==> src/rtl/matrix_sub_arbiter_pkg.sv <==
// Shared types and constants for the matrix subtraction arbiter and the
// fixed-point subtraction unit it fronts.
package matrix_pkg;

  typedef enum logic [1:0] {
    ARB_IDLE    = 2'd0,
    ARB_ISSUE   = 2'd1,
    ARB_WAIT    = 2'd2,
    ARB_RELEASE = 2'd3
  } arb_state_e;

  // Fixed-point format shared with matrix_subtraction_fixed_point
  localparam int FXP_W    = 16;
  localparam int FXP_FRAC = 8;
  localparam int SUB_SIZE = 4;

  // Index width for a requester vector; never collapses to zero bits
  function automatic int req_idx_w(input int n);
    return (n > 1) ? $clog2(n) : 1;
  endfunction

endpackage

==> src/rtl/matrix_sub_arbiter_if.sv <==
// Requester/subtraction-unit handshake bundle seen by the arbiter.
interface matrix_sub_arbiter_if import matrix_pkg::*; #(
  parameter int NUM_REQ = 4
);
  localparam int IDX_W = req_idx_w(NUM_REQ);

  logic [NUM_REQ-1:0] req;
  logic [NUM_REQ-1:0] grant;
  logic [IDX_W-1:0]   grant_idx;
  logic [NUM_REQ-1:0] req_done;
  logic [NUM_REQ-1:0] req_err;
  logic               sub_start;
  logic               sub_done;
  logic               sub_flush;
  logic               busy;
  logic               timeout_err;

  modport slave (
    input  req, sub_done,
    output grant, grant_idx, req_done, req_err, sub_start, sub_flush, busy, timeout_err
  );

  modport master (
    output req, sub_done,
    input  grant, grant_idx, req_done, req_err, sub_start, sub_flush, busy, timeout_err
  );
endinterface

==> src/rtl/matrix_sub_arbiter_picker.sv <==
// Round-robin priority picker: first set request at or after ptr_i, wrapping.
module rr_priority_picker import matrix_pkg::*; #(
  parameter int NUM_REQ = 4,
  parameter int IDX_W   = req_idx_w(NUM_REQ)
) (
  input  logic [NUM_REQ-1:0] req_i,
  input  logic [IDX_W-1:0]   ptr_i,
  output logic [NUM_REQ-1:0] gnt_o,
  output logic [IDX_W-1:0]   idx_o,
  output logic               vld_o
);

  int               k;
  logic [IDX_W-1:0] kk;

  always_comb begin
    gnt_o = '0;
    idx_o = '0;
    vld_o = 1'b0;
    k     = 0;
    kk    = '0;
    for (int i = 0; i < NUM_REQ; i++) begin
      k = int'(ptr_i) + i;
      if (k >= NUM_REQ) k = k - NUM_REQ;
      kk = IDX_W'(k);
      if (!vld_o && req_i[kk]) begin
        vld_o     = 1'b1;
        gnt_o[kk] = 1'b1;
        idx_o     = kk;
      end
    end
  end

endmodule

==> src/rtl/matrix_sub_arbiter.sv <==
// Round-robin sequencer sharing one subtraction unit between NUM_REQ stages,
// with a watchdog that flushes a hung unit and reports the owner an error.
module matrix_sub_arbiter import matrix_pkg::*; #(
  parameter int NUM_REQ = 4,
  parameter int TIMEOUT = 64
) (
  input  logic                 clk,
  input  logic                 reset,
  matrix_sub_arbiter_if.slave  bus
);

  localparam int IDX_W = req_idx_w(NUM_REQ);
  localparam int WD_W  = (TIMEOUT > 1) ? $clog2(TIMEOUT) : 1;

  arb_state_e          state_q, state_d;
  logic [NUM_REQ-1:0]  grant_q, req_done_q, req_err_q;
  logic [IDX_W-1:0]    grant_idx_q, rr_ptr_q;
  logic [WD_W-1:0]     wd_cnt_q;
  logic                sub_start_q, sub_flush_q, busy_q, timeout_err_q, done_q;

  logic [NUM_REQ-1:0]  pk_gnt;
  logic [IDX_W-1:0]    pk_idx;
  logic                pk_vld;
  logic                done_rise, wd_hit, rel_ok, rel_err;

  rr_priority_picker #(.NUM_REQ(NUM_REQ), .IDX_W(IDX_W)) u_pick (
    .req_i (bus.req),
    .ptr_i (rr_ptr_q),
    .gnt_o (pk_gnt),
    .idx_o (pk_idx),
    .vld_o (pk_vld)
  );

  // done is a sticky level; only a fresh rise means this op finished
  assign done_rise = bus.sub_done & ~done_q;
  assign wd_hit    = (wd_cnt_q == WD_W'(TIMEOUT - 1));

  always_comb begin
    state_d = state_q;
    rel_ok  = 1'b0;
    rel_err = 1'b0;
    case (state_q)
      ARB_IDLE:    if (pk_vld) state_d = ARB_ISSUE;
      ARB_ISSUE:   state_d = ARB_WAIT;
      ARB_WAIT: begin
        if (done_rise) begin
          state_d = ARB_RELEASE;
          rel_ok  = 1'b1;
        end else if (wd_hit) begin
          state_d = ARB_RELEASE;
          rel_err = 1'b1;
        end
      end
      ARB_RELEASE: state_d = ARB_IDLE;
      default:     state_d = ARB_IDLE;
    endcase
  end

  always_ff @(posedge clk) begin
    if (reset) begin
      state_q       <= ARB_IDLE;
      grant_q       <= '0;
      grant_idx_q   <= '0;
      req_done_q    <= '0;
      req_err_q     <= '0;
      sub_start_q   <= 1'b0;
      sub_flush_q   <= 1'b0;
      busy_q        <= 1'b0;
      timeout_err_q <= 1'b0;
      rr_ptr_q      <= '0;
      wd_cnt_q      <= '0;
      done_q        <= 1'b0;
    end else begin
      state_q     <= state_d;
      done_q      <= bus.sub_done;
      busy_q      <= (state_d != ARB_IDLE);
      sub_start_q <= (state_q == ARB_IDLE) && pk_vld;
      req_done_q  <= '0;
      req_err_q   <= '0;
      sub_flush_q <= 1'b0;

      if (state_q == ARB_IDLE && pk_vld) begin
        grant_q     <= pk_gnt;
        grant_idx_q <= pk_idx;
      end

      if (state_q == ARB_ISSUE)
        wd_cnt_q <= '0;
      else if (state_q == ARB_WAIT && !done_rise && !wd_hit)
        wd_cnt_q <= wd_cnt_q + WD_W'(1);

      // grant_q is the one-hot of grant_idx_q, so it doubles as the pulse mask
      if (rel_ok) req_done_q <= grant_q;
      if (rel_err) begin
        req_err_q     <= grant_q;
        sub_flush_q   <= 1'b1;
        timeout_err_q <= 1'b1;
      end

      if (state_q == ARB_RELEASE) begin
        grant_q  <= '0;
        rr_ptr_q <= (grant_idx_q == IDX_W'(NUM_REQ - 1)) ? '0 : grant_idx_q + IDX_W'(1);
      end
    end
  end

  assign bus.grant       = grant_q;
  assign bus.grant_idx   = grant_idx_q;
  assign bus.req_done    = req_done_q;
  assign bus.req_err     = req_err_q;
  assign bus.sub_start   = sub_start_q;
  assign bus.sub_flush   = sub_flush_q;
  assign bus.busy        = busy_q;
  assign bus.timeout_err = timeout_err_q;

endmodule

==> src/flat_wrapper.sv <==
// flat-port wrapper written by rule: the top's interface ports become plain ports
module matrix_sub_arbiter_flat import matrix_pkg::*;
#(
  parameter int NUM_REQ = 4,
  parameter int TIMEOUT = 64
)
  (clk, reset, bus_req, bus_sub_done, bus_grant, bus_grant_idx, bus_req_done, bus_req_err, bus_sub_start, bus_sub_flush, bus_busy, bus_timeout_err);
  matrix_sub_arbiter_if #(.NUM_REQ(NUM_REQ)) bus_i ();
  input  logic clk;
  input  logic reset;
  input wire logic [$bits(bus_i.req)-1:0] bus_req;
  input wire logic [$bits(bus_i.sub_done)-1:0] bus_sub_done;
  output wire logic [$bits(bus_i.grant)-1:0] bus_grant;
  output wire logic [$bits(bus_i.grant_idx)-1:0] bus_grant_idx;
  output wire logic [$bits(bus_i.req_done)-1:0] bus_req_done;
  output wire logic [$bits(bus_i.req_err)-1:0] bus_req_err;
  output wire logic [$bits(bus_i.sub_start)-1:0] bus_sub_start;
  output wire logic [$bits(bus_i.sub_flush)-1:0] bus_sub_flush;
  output wire logic [$bits(bus_i.busy)-1:0] bus_busy;
  output wire logic [$bits(bus_i.timeout_err)-1:0] bus_timeout_err;
  assign bus_i.req = bus_req;
  assign bus_i.sub_done = bus_sub_done;
  assign bus_grant = bus_i.grant;
  assign bus_grant_idx = bus_i.grant_idx;
  assign bus_req_done = bus_i.req_done;
  assign bus_req_err = bus_i.req_err;
  assign bus_sub_start = bus_i.sub_start;
  assign bus_sub_flush = bus_i.sub_flush;
  assign bus_busy = bus_i.busy;
  assign bus_timeout_err = bus_i.timeout_err;
  matrix_sub_arbiter #(.NUM_REQ(NUM_REQ), .TIMEOUT(TIMEOUT)) u_core (.clk(clk), .reset(reset), .bus(bus_i));
endmodule
==> config.mk <==
export PLATFORM = sky130hd
export DESIGN_NAME = matrix_sub_arbiter_flat
export DESIGN_NICKNAME = d
export VERILOG_FILES = /design/src/rtl/matrix_sub_arbiter_pkg.sv /design/src/rtl/matrix_sub_arbiter_if.sv /design/src/rtl/matrix_sub_arbiter_picker.sv /design/src/rtl/matrix_sub_arbiter.sv /design/src/flat_wrapper.sv
export SDC_FILE = /design/constraint.sdc
export NUM_CORES = 1
export LEC_CHECK = 0
export CORE_MARGIN = 2
export CORE_UTILIZATION = 57
export DETAILED_ROUTE_END_ITERATION = 10
export PLACE_DENSITY = 0.84
export SETUP_SLACK_MARGIN = 0.3
export SLEW_MARGIN = 30
export SYNTH_ARGS = -nofsm -noshare
export SYNTH_HDL_FRONTEND = slang
export SYNTH_SLANG_ARGS = --single-unit
==> constraint.sdc <==
create_clock -name clk -period 4.9 [get_ports clk]
set_input_delay 0.735 -clock clk [delete_from_list [all_inputs] [get_ports clk]]
set_output_delay 0.735 -clock clk [all_outputs]
set_load 0.05 [all_outputs]
# Word-level counts from Yosys, hierarchy flattened
# Index checks and enable logic that the tools add are counted.
# word_totals
reg_bits	29
input_bits	7
out_inout_bits	18
wordCells	109
# classes
add_sub_neg	9
order_cmp	12
n_eq_ne	5
mux	43
n_bitwise	7
reduce_logical	21
# op_table
operator	count
two-way mux 2 bit	12
two-way mux 1 bit	18
two-way mux 4 bit	4
< comparator 2 x 3 -> 1 bit, second input constant	4
bitwise OR 4 bit	3
logical AND 1 bit	10
>= comparator 3 bit, second input constant	3
binary-select mux 1 bit (select 2 bit)	4
demux 1 bit (select 2 bit)	4
>= comparator 2 x 1 -> 1 bit, second input constant	4
case mux 2 bit (4 select lines)	1
OR reduction 2 bit	4
subtractor 2 x 1 -> 2 bit, second input constant	4
adder 2 x 2 -> 3 bit, second input constant	2
adder 6 x 1 -> 6 bit, second input constant	1
== test 2 bit, second input constant	3
== test 6 bit, second input constant	1
logical NOT 1 bit	5
adder 2 x 1 -> 3 bit, second input constant	1
>= comparator 2 x 3 -> 1 bit, second input constant	1
inverter 1 bit	3
adder 2 x 1 -> 2 bit, second input constant	1
== test 2 x 1 -> 1 bit, second input constant	1
logical NOT 2 bit	1
2 further kinds	2

# Logic depth before layout (Yosys ltp)
# Gate-level depths: netlist of the first run.
# depth
word_depth	17
ltp_mapped	9
mapped_depth_nobuf	7

# Cells and area by module
# Synthesis of the first run repeated with hierarchy kept, for this count alone.
# unflattened
cells_unflattened	158
hier_area_um2	1559.0
# by_module_without_submodules
mod	instances	cells_each	area_per_inst_um2
matrix_sub_arbiter	1	113	1139.8
rr_priority_picker	1	45	419.2

# Worst setup path after synthesis of the first run
# OpenSTA, ideal clock, no wires.
# synth_timing
path_kind	reg-to-reg
startpoint	register u_core.rr_ptr_q[0]
endpoint	register u_core.grant_q[1], in the netlist u_core.bus.grant[1]
t_arrival_ps	2268
setup_slack_ps	2540
path_stages_with_launch	10
path_buffers	2
synth_period_minus_slack_ps	2360
cell_sequence	dfxtp_1 > buf_6 > inv_1 > ha_1 > mux4_2 > buf_6 > nand3b_1 > a2bb2oi_1 > a311oi_1 > nor4_1
# synth_between
elab_chain_cells	15
word_cells_on_any_way	61
cone_classes	add/sub (7); order compare (12); mux (28); bitwise (3); reduce/logical (11)
# synth_rtl
element	line_no	rtl
start, declared	matrix_sub_arbiter.sv:17	logic [IDX_W-1:0] grant_idx_q, rr_ptr_q;
start signal, assigned	matrix_sub_arbiter.sv:102	rr_ptr_q <= (grant_idx_q == IDX_W'(NUM_REQ - 1)) ? '0 : grant_idx_q + IDX_W'(1);
parallel branches: the longest is 15 deep, another holds adder 2 x 1 -> 3 bit	n/a	
end signal, assigned	matrix_sub_arbiter.sv:83	grant_q <= pk_gnt;
end, declared	matrix_sub_arbiter.sv:16	logic [NUM_REQ-1:0] grant_q, req_done_q, req_err_q;
# Parallel ways; which one is timed is not known. The select of a mux whose other input is x is not followed.
# A chain may end at the register's enable or synchronous reset.

# Final worst setup path of the first run
# layout_timing
startpoint	register u_core.rr_ptr_q[0]
endpoint	register u_core.grant_q[0], in the netlist u_core.bus.grant[0]
# The elaborated chain is that of the path after synthesis.

==> results of run 1 <==
[worst max-delay path by stage]
stage                                           end  slack (ps)                            start
6_report           u_core.bus.grant[0]$_SDFFE_PP0P_        2100  u_core.rr_ptr_q[0]$_SDFFE_PP0P_
5_1_grt            u_core.bus.grant[1]$_SDFFE_PP0P_        1820  u_core.rr_ptr_q[0]$_SDFFE_PP0P_
4_1_cts            u_core.bus.grant[0]$_SDFFE_PP0P_        2090  u_core.rr_ptr_q[0]$_SDFFE_PP0P_
3_5_place_dp   u_core.bus.grant_idx[1]$_SDFFE_PP0P_        2050                       bus_req[2]
3_3_place_gp   u_core.bus.grant_idx[1]$_SDFFE_PP0P_        2150                       bus_req[2]
2_1_floorplan      u_core.bus.grant[1]$_SDFFE_PP0P_        2540  u_core.rr_ptr_q[0]$_SDFFE_PP0P_
[logic make-up after synthesis]
logic type | synth area share, %
and+or+nand+nor | 21.3
AOI/OAI and AO/OA | 13.6
DFF | 36.4
buffers and inverters | 6.90
muxes | 11.3
adders and majority gates | 9.41
xor gates and xnor gates | 1.10
[flip-flops by register name, summed over array words and instances, names as in the netlist]
signal and flops:
u_core.bus.busy 1, u_core.bus.grant 4, u_core.bus.grant_idx 2, u_core.bus.req_done 4, u_core.bus.req_err 4, u_core.bus.sub_flush 1, u_core.bus.sub_start 1, u_core.bus.timeout_err 1
u_core.done_q 1, u_core.rr_ptr_q 2, u_core.state_q 2, u_core.wd_cnt_q 6
[report_power, final]
group	internal (mW)	switching [mW]
combinational	0.112	0.184
clock	0.158	0.0857
sequential	0.264	0.0278
[area by class of cell]
type,instances,area [sq um],share of cell area (%)
tap,31,38.8,2.05
multi-input combinational,124,905,47.8
clock inverter,3,65.1,3.44
inverter,7,26.3,1.39
sequential,29,581,30.7
clock buffer,5,37.5,1.98
timing repair buffer,24,240,12.7
[per-layer routing]
metal  global-route usage [%]  vias up  part of all wire [%]
li1                         -      646                     -
met1                     25.5      605                    43
met2                     33.5       46                    49
met3                     5.76        6                   6.7
met4                     8.64        0                   1.2
met5                        0        -                     0
[stage by stage]
step	util (%)	instance area [sq um]	worst slack (ps)	hold WS, ps
floorplan	-	1600	2540	471
global placement	66.1	1790	2150	456
detailed placement	66.1	1790	2050	466
CTS	69.9	1890	2090	488
global route	69.9	1890	1820	501
finish	69.9	1890	2100	495
[cell usage in the layout (no fill, tap or decap), types with 2 or more instances in the layout]
cell	count
sky130_fd_sc_hd__mux4_2	2
sky130_fd_sc_hd__a31oi_1	2
sky130_fd_sc_hd__and2_1	8
sky130_fd_sc_hd__mux2i_1	6
sky130_fd_sc_hd__or2_2	2
sky130_fd_sc_hd__nor2b_1	2
sky130_fd_sc_hd__dfxtp_1	29
sky130_fd_sc_hd__ha_1	12
sky130_fd_sc_hd__inv_1	7
sky130_fd_sc_hd__nand3b_1	4
sky130_fd_sc_hd__nand2_1	12
sky130_fd_sc_hd__mux2_2	2
sky130_fd_sc_hd__clkbuf_4	5
sky130_fd_sc_hd__a311oi_1	3
sky130_fd_sc_hd__nand3_1	4
sky130_fd_sc_hd__bufinv_16	2
sky130_fd_sc_hd__a21oi_1	10
sky130_fd_sc_hd__nand2b_1	2
sky130_fd_sc_hd__nor2_1	17
sky130_fd_sc_hd__a2bb2oi_1	3
sky130_fd_sc_hd__nor4_1	4
sky130_fd_sc_hd__or3_1	2
sky130_fd_sc_hd__nor3_1	3
sky130_fd_sc_hd__o211ai_1	2
sky130_fd_sc_hd__clkdlybuf4s50_1	24
sky130_fd_sc_hd__o21ai_0	8
sky130_fd_sc_hd__mux4_1	2
[Yosys cell counts (all sizes together) (6+ instances only)]
cell | n | area share, %
inv | 7 | 1.6
a21oi | 10 | 3.1
nand2 | 12 | 2.8
and2 | 9 | 3.6
dfxtp | 29 | 36
buf | 6 | 3.8
o21ai | 8 | 2.5
nor2 | 17 | 4.0
ha | 12 | 9.4
mux2i | 6 | 3.8
[critical path: stages, from the launching register on]
cell and delay, ps:
sky130_fd_sc_hd__dfxtp_1 700, sky130_fd_sc_hd__inv_1 190, sky130_fd_sc_hd__ha_1 470, sky130_fd_sc_hd__mux4_2 670, sky130_fd_sc_hd__nand3b_1 210, sky130_fd_sc_hd__a2bb2oi_1 160, sky130_fd_sc_hd__a311oi_1 70, sky130_fd_sc_hd__nor4_1 220
==> metrics.log, run 1 <==
INFO  metric via_count_of_the_first_global_routing_pass = 1185
INFO  metric synth_cell_type_count = 40
INFO  metric power_density_relative_to_cell_area = 440 nW/um^2
INFO  metric max-vdd-ir-drop = ~0.36 mV
INFO  metric clkTransAtPathRegs = approximately 100 ps
INFO  metric worst-setup-path-type = register to register
INFO  metric totalNegativeSetupSlack = 0 ps
INFO  metric floorplan.die_area = 3240 sq um
INFO  metric wl_per_cell = 14.0 um
INFO  metric arrival_time_at_the_worst_endpoint = 3030 ps
INFO  metric ctsHtreeMaxLevel = 2
INFO  metric setup_viol = 0
INFO  metric clk-insertion-delay-late = about 330 ps
INFO  metric required_arrival_time_at_the_worst_endpoint = approximately 5100 ps
INFO  metric synthesis.area = between 1500 and 2000 sq um
INFO  metric hold_class = register to register
INFO  metric instances_no_fill = around 220
INFO  metric global_route.usage.total = around a fifth
INFO  metric seq_area_frac_synth = 36.4%
INFO  metric drc = 0
INFO  metric setup.reg_to_reg.worst_slack = 2100 ps
INFO  metric synth_warnings = 0
INFO  metric startpoint_of_the_worst_slack_reg_to_reg_timing_path = u_core.rr_ptr_q[0]$_SDFFE_PP0P_
INFO  metric static-leakage-power = between 0.7 and 0.8 nW
INFO  metric initial_utilization = between 50% and 60%
INFO  metric final_hold_viol_count = 0
INFO  metric path_max_fanout = 15
INFO  metric slew_headroom = between 60% and 70%
INFO  metric drt-vias-per-instance = ~6
INFO  metric cts_inserted_buffers = 5
INFO  metric cts_buffer_depth = 2
INFO  metric async_set_or_reset_register_ratio_after_synthesis = 0%
INFO  metric layout_min_cycle_time = 2800 ps
INFO  metric mappedNetlistNets = ~190
INFO  metric synth_enable_flop_cells = 0
INFO  metric netlist_instances = around 170
INFO  metric total_power = between 0.8 and 0.9 mW
INFO  metric period_utilization = 57.2%
INFO  metric reg2reg_end = u_core.bus.grant[0]$_SDFFE_PP0P_
INFO  metric critical_path.endpoint_type = register
INFO  metric cts_tree = done
INFO  metric cts.repair_timing.setup_buffer_count = 0
INFO  metric floorplan.core_area = 2710 sq um
INFO  metric post_route_cells_drive_above_1_share = 8.85%
INFO  metric chipHeight = approximately 57 um
INFO  metric num_rows = 19
INFO  metric whs_endpoint = u_core.bus.timeout_err$_SDFFE_PP0P_
INFO  metric grt_first_pass_wirelength = around 5200 um
INFO  metric timing.max_cap.violations = 0
INFO  metric grt_start_max_net_pins = 16
INFO  metric startpoint_type = register
INFO  metric nets = between 200 and 250
INFO  metric status = completed
INFO  metric die_w = 56.9 um
INFO  metric yosys_most_used_dff = sky130_fd_sc_hd__dfxtp_1
INFO  metric route.vias.total = roughly 1300
INFO  metric detailedPlacementHpwl = about 2300 um
INFO  metric postRouteWirelength = 3120 um
INFO  metric ant_nets = 0
INFO  metric synth.ff_latch_count = 29
INFO  metric fillers = 231
INFO  metric finClkSkew = a little under 10 ps
INFO  metric clock-sinks = 29
INFO  metric final_weighted_congestion_of_routability_driven_global_placement = approximately 0.86
INFO  metric firstDrtPassIters = 4
INFO  metric fmaxAchievable = 0.357 GHz
INFO  metric avgSynthCellArea = roughly 9.5 sq um
INFO  metric globalRouteOverflowTotal = 0
INFO  metric insertedDiodeCount = 0
INFO  metric floorplan.io_pins = 25
INFO  metric min_delay_path_depth = 1
INFO  metric place.detailed.instances = about 220
INFO  metric clockRootBuffer = sky130_fd_sc_hd__clkbuf_4
INFO  metric depth_of_the_worst_register_to_register_path = 7
INFO  metric rsz_0062_raised_after_global_routing = false
INFO  metric report.final.slew_viol_count = 0
INFO  metric worst_pin_slew = around 570 ps
INFO  metric area_growth_syn_to_fin = 18.7%
INFO  metric port_buffers = 24
INFO  metric cts-hold-fix-buffers = 0
INFO  metric number_of_antenna_violations_at_the_first_check_in_global_routing = 0
INFO  metric hold_start = u_core.bus.timeout_err$_SDFFE_PP0P_
INFO  metric drtIter0Drc = 33
INFO  metric postCtsResizedCells = 0
Note: power is estimated with default switching activity, not from simulation.
==> run 2: changes to the inputs <==
--- a/config.mk
+++ b/config.mk
@@ -6,9 +6,9 @@
 export NUM_CORES = 1
 export LEC_CHECK = 0
 export CORE_MARGIN = 2
-export CORE_UTILIZATION = 57
+export CORE_UTILIZATION = 48
 export DETAILED_ROUTE_END_ITERATION = 10
-export PLACE_DENSITY = 0.84
+export PLACE_DENSITY = 0.75
 export SETUP_SLACK_MARGIN = 0.3
 export SLEW_MARGIN = 30
 export SYNTH_ARGS = -nofsm -noshare
==> constraint.sdc (replaced) <==
create_clock -name clk -period 2.3 [get_ports clk]
set_input_delay 0.345 -clock clk [delete_from_list [all_inputs] [get_ports clk]]
set_output_delay 0.345 -clock clk [all_outputs]
set_load 0.05 [all_outputs]
==> run 2 against run 1 <==
Effect of this change: count of clock-buffer cells in the layout up 3; utilization down 3.4 points; die area up 17%; critical path depth unchanged; non-clock buffer count up 14; first-iteration DRC count up 79%.
==> metrics.log, run 2 (synthesis results as in run 1) <==
INFO  metric status = completed (unchanged)
INFO  metric drc = 0 (unchanged)
INFO  metric static-leakage-power = 0.786 nW (was 0.719 nW)
INFO  metric clk-insertion-delay-late = 330 ps (about the same)
INFO  metric drt-vias-per-instance = 5.39 (was 5.84)
INFO  metric clkTransAtPathRegs = 80 ps (was 100 ps)
INFO  metric cts_tree = done (unchanged)
INFO  metric postPlaceCellArea = 1880 sq um (was 1790 sq um)
INFO  metric grt_start_max_net_pins = 16 (unchanged)
INFO  metric number_of_antenna_violations_at_the_first_check_in_global_routing = 0 (unchanged)
INFO  metric totalNegativeSetupSlack = 0 ps (unchanged)
INFO  metric setup.reg_to_reg.worst_slack = 290 ps (was 2100 ps)
INFO  metric initial_utilization = 51.4% (was 58.9%)
INFO  metric slew_headroom = 57.5% (was 61.6%)
INFO  metric drtIter0Drc = 59 (was 33)
INFO  metric nets = 225 (was 210)
INFO  metric insertedDiodeCount = 0 (unchanged)
INFO  metric cp_slowest_stage_delay = 580 ps (was 700 ps)
INFO  metric largest_register = u_core.wd_cnt_q (unchanged)
INFO  metric critical_path.endpoint_type = register (unchanged)
INFO  metric period_utilization = 87.3% (was 57.2%)
INFO  metric floorplan.core_area = 3100 sq um (was 2710 sq um)
INFO  metric post_route_cells_drive_above_1_share = 20.3% (was 8.85%)
INFO  metric finClkSkew = 7.64 ps (was 9.89 ps)
INFO  metric firstDrtPassIters = 4 (unchanged)
INFO  metric timing.max_cap.violations = 0 (unchanged)
INFO  metric grt_first_pass_wirelength = 5580 um (was 5220 um)
INFO  metric die_w = 61.7 um (was 56.9 um)
INFO  metric clock-sinks = 29 (unchanged)
INFO  metric cts_inserted_buffers = 5 (unchanged)
INFO  metric final_weighted_congestion_of_routability_driven_global_placement = 0.866 (was 0.863)
INFO  metric chipHeight = 61.7 um (was 56.9 um)
INFO  metric stdcell_area = 2060 sq um (was 1890 sq um)
INFO  metric detailedPlacementHpwl = 2380 um (was 2300 um)
INFO  metric hold_class = register to register (unchanged)
INFO  metric clockRootBuffer = sky130_fd_sc_hd__clkbuf_4 (unchanged)
INFO  metric area_growth_syn_to_fin = 29.2% (was 18.7%)
INFO  metric crit_family = multiplexers (was flip-flops)
INFO  metric final_hold_viol_count = 0 (unchanged)
INFO  metric worst_pin_slew = 635 ps (was 573 ps)
INFO  metric cts_buffer_depth = 2 (unchanged)
INFO  metric globalRouteOverflowTotal = 0 (unchanged)
INFO  metric floorplan.die_area = 3800 sq um (was 3240 sq um)
INFO  metric port_buffers = 24 (unchanged)
INFO  metric final_cell_mix = sky130_fd_sc_hd__dfxtp_1 (27), sky130_fd_sc_hd__clkdlybuf4s50_1 (24), sky130_fd_sc_hd__nor2_1 (17) (was sky130_fd_sc_hd__dfxtp_1 (29), sky130_fd_sc_hd__clkdlybuf4s50_1 (24), sky130_fd_sc_hd__nor2_1 (17))
INFO  metric flip_flop_count_of_the_largest_register_all_copies_and_words_added = 6 (unchanged)
INFO  metric via_count_of_the_first_global_routing_pass = 1181 (was 1185)
INFO  metric floorplan.io_pins = 25 (unchanged)
INFO  metric worst-setup-path-type = register to register (unchanged)
INFO  metric path_max_fanout = 6 (was 15)
INFO  metric ctsHtreeMaxLevel = 2 (unchanged)
INFO  metric critical_path.n_buffers_inverters = 1 (unchanged)
INFO  metric report.final.slew_viol_count = 0 (unchanged)
INFO  metric global_route.usage.total = 20.2% (was 20.5%)
INFO  metric rsz_0062_raised_after_global_routing = true (was false)
INFO  metric postRouteWirelength = 3400 um (was 3120 um)
INFO  metric fmaxAchievable = 0.498 GHz (was 0.357 GHz)
INFO  metric power_density_relative_to_cell_area = 837 nW/um^2 (was 440 nW/um^2)
INFO  metric path_cells = inv_4 > ha_4 > mux4_2 > nor3_4 > o21a_1 > nor3b_1 > a32o_1 (was inv_1 > ha_1 > mux4_2 > nand3b_1 > a2bb2oi_1 > a311oi_1 > nor4_1)
INFO  metric final_common_cell = sky130_fd_sc_hd__dfxtp_1 (unchanged)
INFO  metric route.vias.total = 1352 (was 1303)
INFO  metric num_rows = 20 (was 19)
INFO  metric ant_nets = 0 (unchanged)
INFO  metric max-vdd-ir-drop = 0.533 mV (was 0.363 mV)
INFO  metric layout_min_cycle_time = 2010 ps (was 2800 ps)
INFO  metric critical-path-slowest-cell = sky130_fd_sc_hd__mux4_2 (was sky130_fd_sc_hd__dfxtp_1)
INFO  metric required_arrival_time_at_the_worst_endpoint = 2520 ps (was 5130 ps)
INFO  metric startpoint_type = register (unchanged)
INFO  metric setup_viol = 0 (unchanged)
INFO  metric arrival_time_at_the_worst_endpoint = 2230 ps (was 3030 ps)
INFO  metric wl_per_cell = 13.6 um (was 14.0 um)
## run 2: cell types whose count changed in the layout (fill, tap and decap cells not counted), sizes merged
cell,previous run,this run
buf,0,14
bufinv,2,0
mux4,4,5
clkbuf,5,8
clkinv,1,0
## run 2: layout make-up
class / instances / area [sq um]
Fill cell: 260 / 1040
Clock buffer: 8 / 80.1
Tap cell: 44 / 55.1
Timing Repair Buffer: 38 / 349
Multi-Input combinational cell: 125 / 960
Inverter: 7 / 31.3
Sequential cell: 29 / 586
## run 2: power by group
part / total [mW] / leakage (nW) / internal [mW] / switching, mW
Sequential: 0.617 / 0.238 / 0.564 / 0.0527
Combinational: 0.719 / 0.505 / 0.291 / 0.428
Clock: 0.390 / 0.0437 / 0.216 / 0.174
Total: 1.72 / 0.786 / 1.07 / 0.654
## run 2: final timing paths
| check | from | to | cells after the start |
|---|---|---|---|
| setup / recovery | u_core.rr_ptr_q[0]$_SDFFE_PP0P_ | u_core.bus.grant_idx[1]$_SDFFE_PP0P_ | 7 |
| hold / removal | u_core.bus.timeout_err$_SDFFE_PP0P_ | u_core.bus.timeout_err$_SDFFE_PP0P_ | 1 |
| setup reg to reg | u_core.rr_ptr_q[0]$_SDFFE_PP0P_ | u_core.bus.grant_idx[1]$_SDFFE_PP0P_ | 7 |
| hold reg to reg | u_core.bus.timeout_err$_SDFFE_PP0P_ | u_core.bus.timeout_err$_SDFFE_PP0P_ | 1 |
## run 2: per-stage QoR
step	std cells	worst slack, ps	util (%)	total power [mW]	hold slack [ps]
after floorplan	168	165	-	1.12	417
after global placement	235	48.5	60.6	1.27	438
after detailed placement	235	-27.7	60.6	1.29	443
after CTS	247	263	64.6	1.69	466
after global routing	251	205	66.4	1.82	483
final	251	293	66.4	1.72	461
## run 2: routing by layer
| metal | part of all wire (%) | track usage [%] |
|---|---|---|
| met1 | 50 | 28.0 |
| met3 | 5.1 | 5.88 |
| met2 | 43 | 29.9 |
| met5 | 0 | 0 |
| met4 | 1.4 | 7.29 |
## run 2: what timing repair did
action                                  CTS  global route
pin swaps                                 2             2
gates resized for setup                   2             8
endpoints found under the setup margin    5             6
gates cloned                              1             0
buffers inserted                          3             4
hold buffers                              0             0
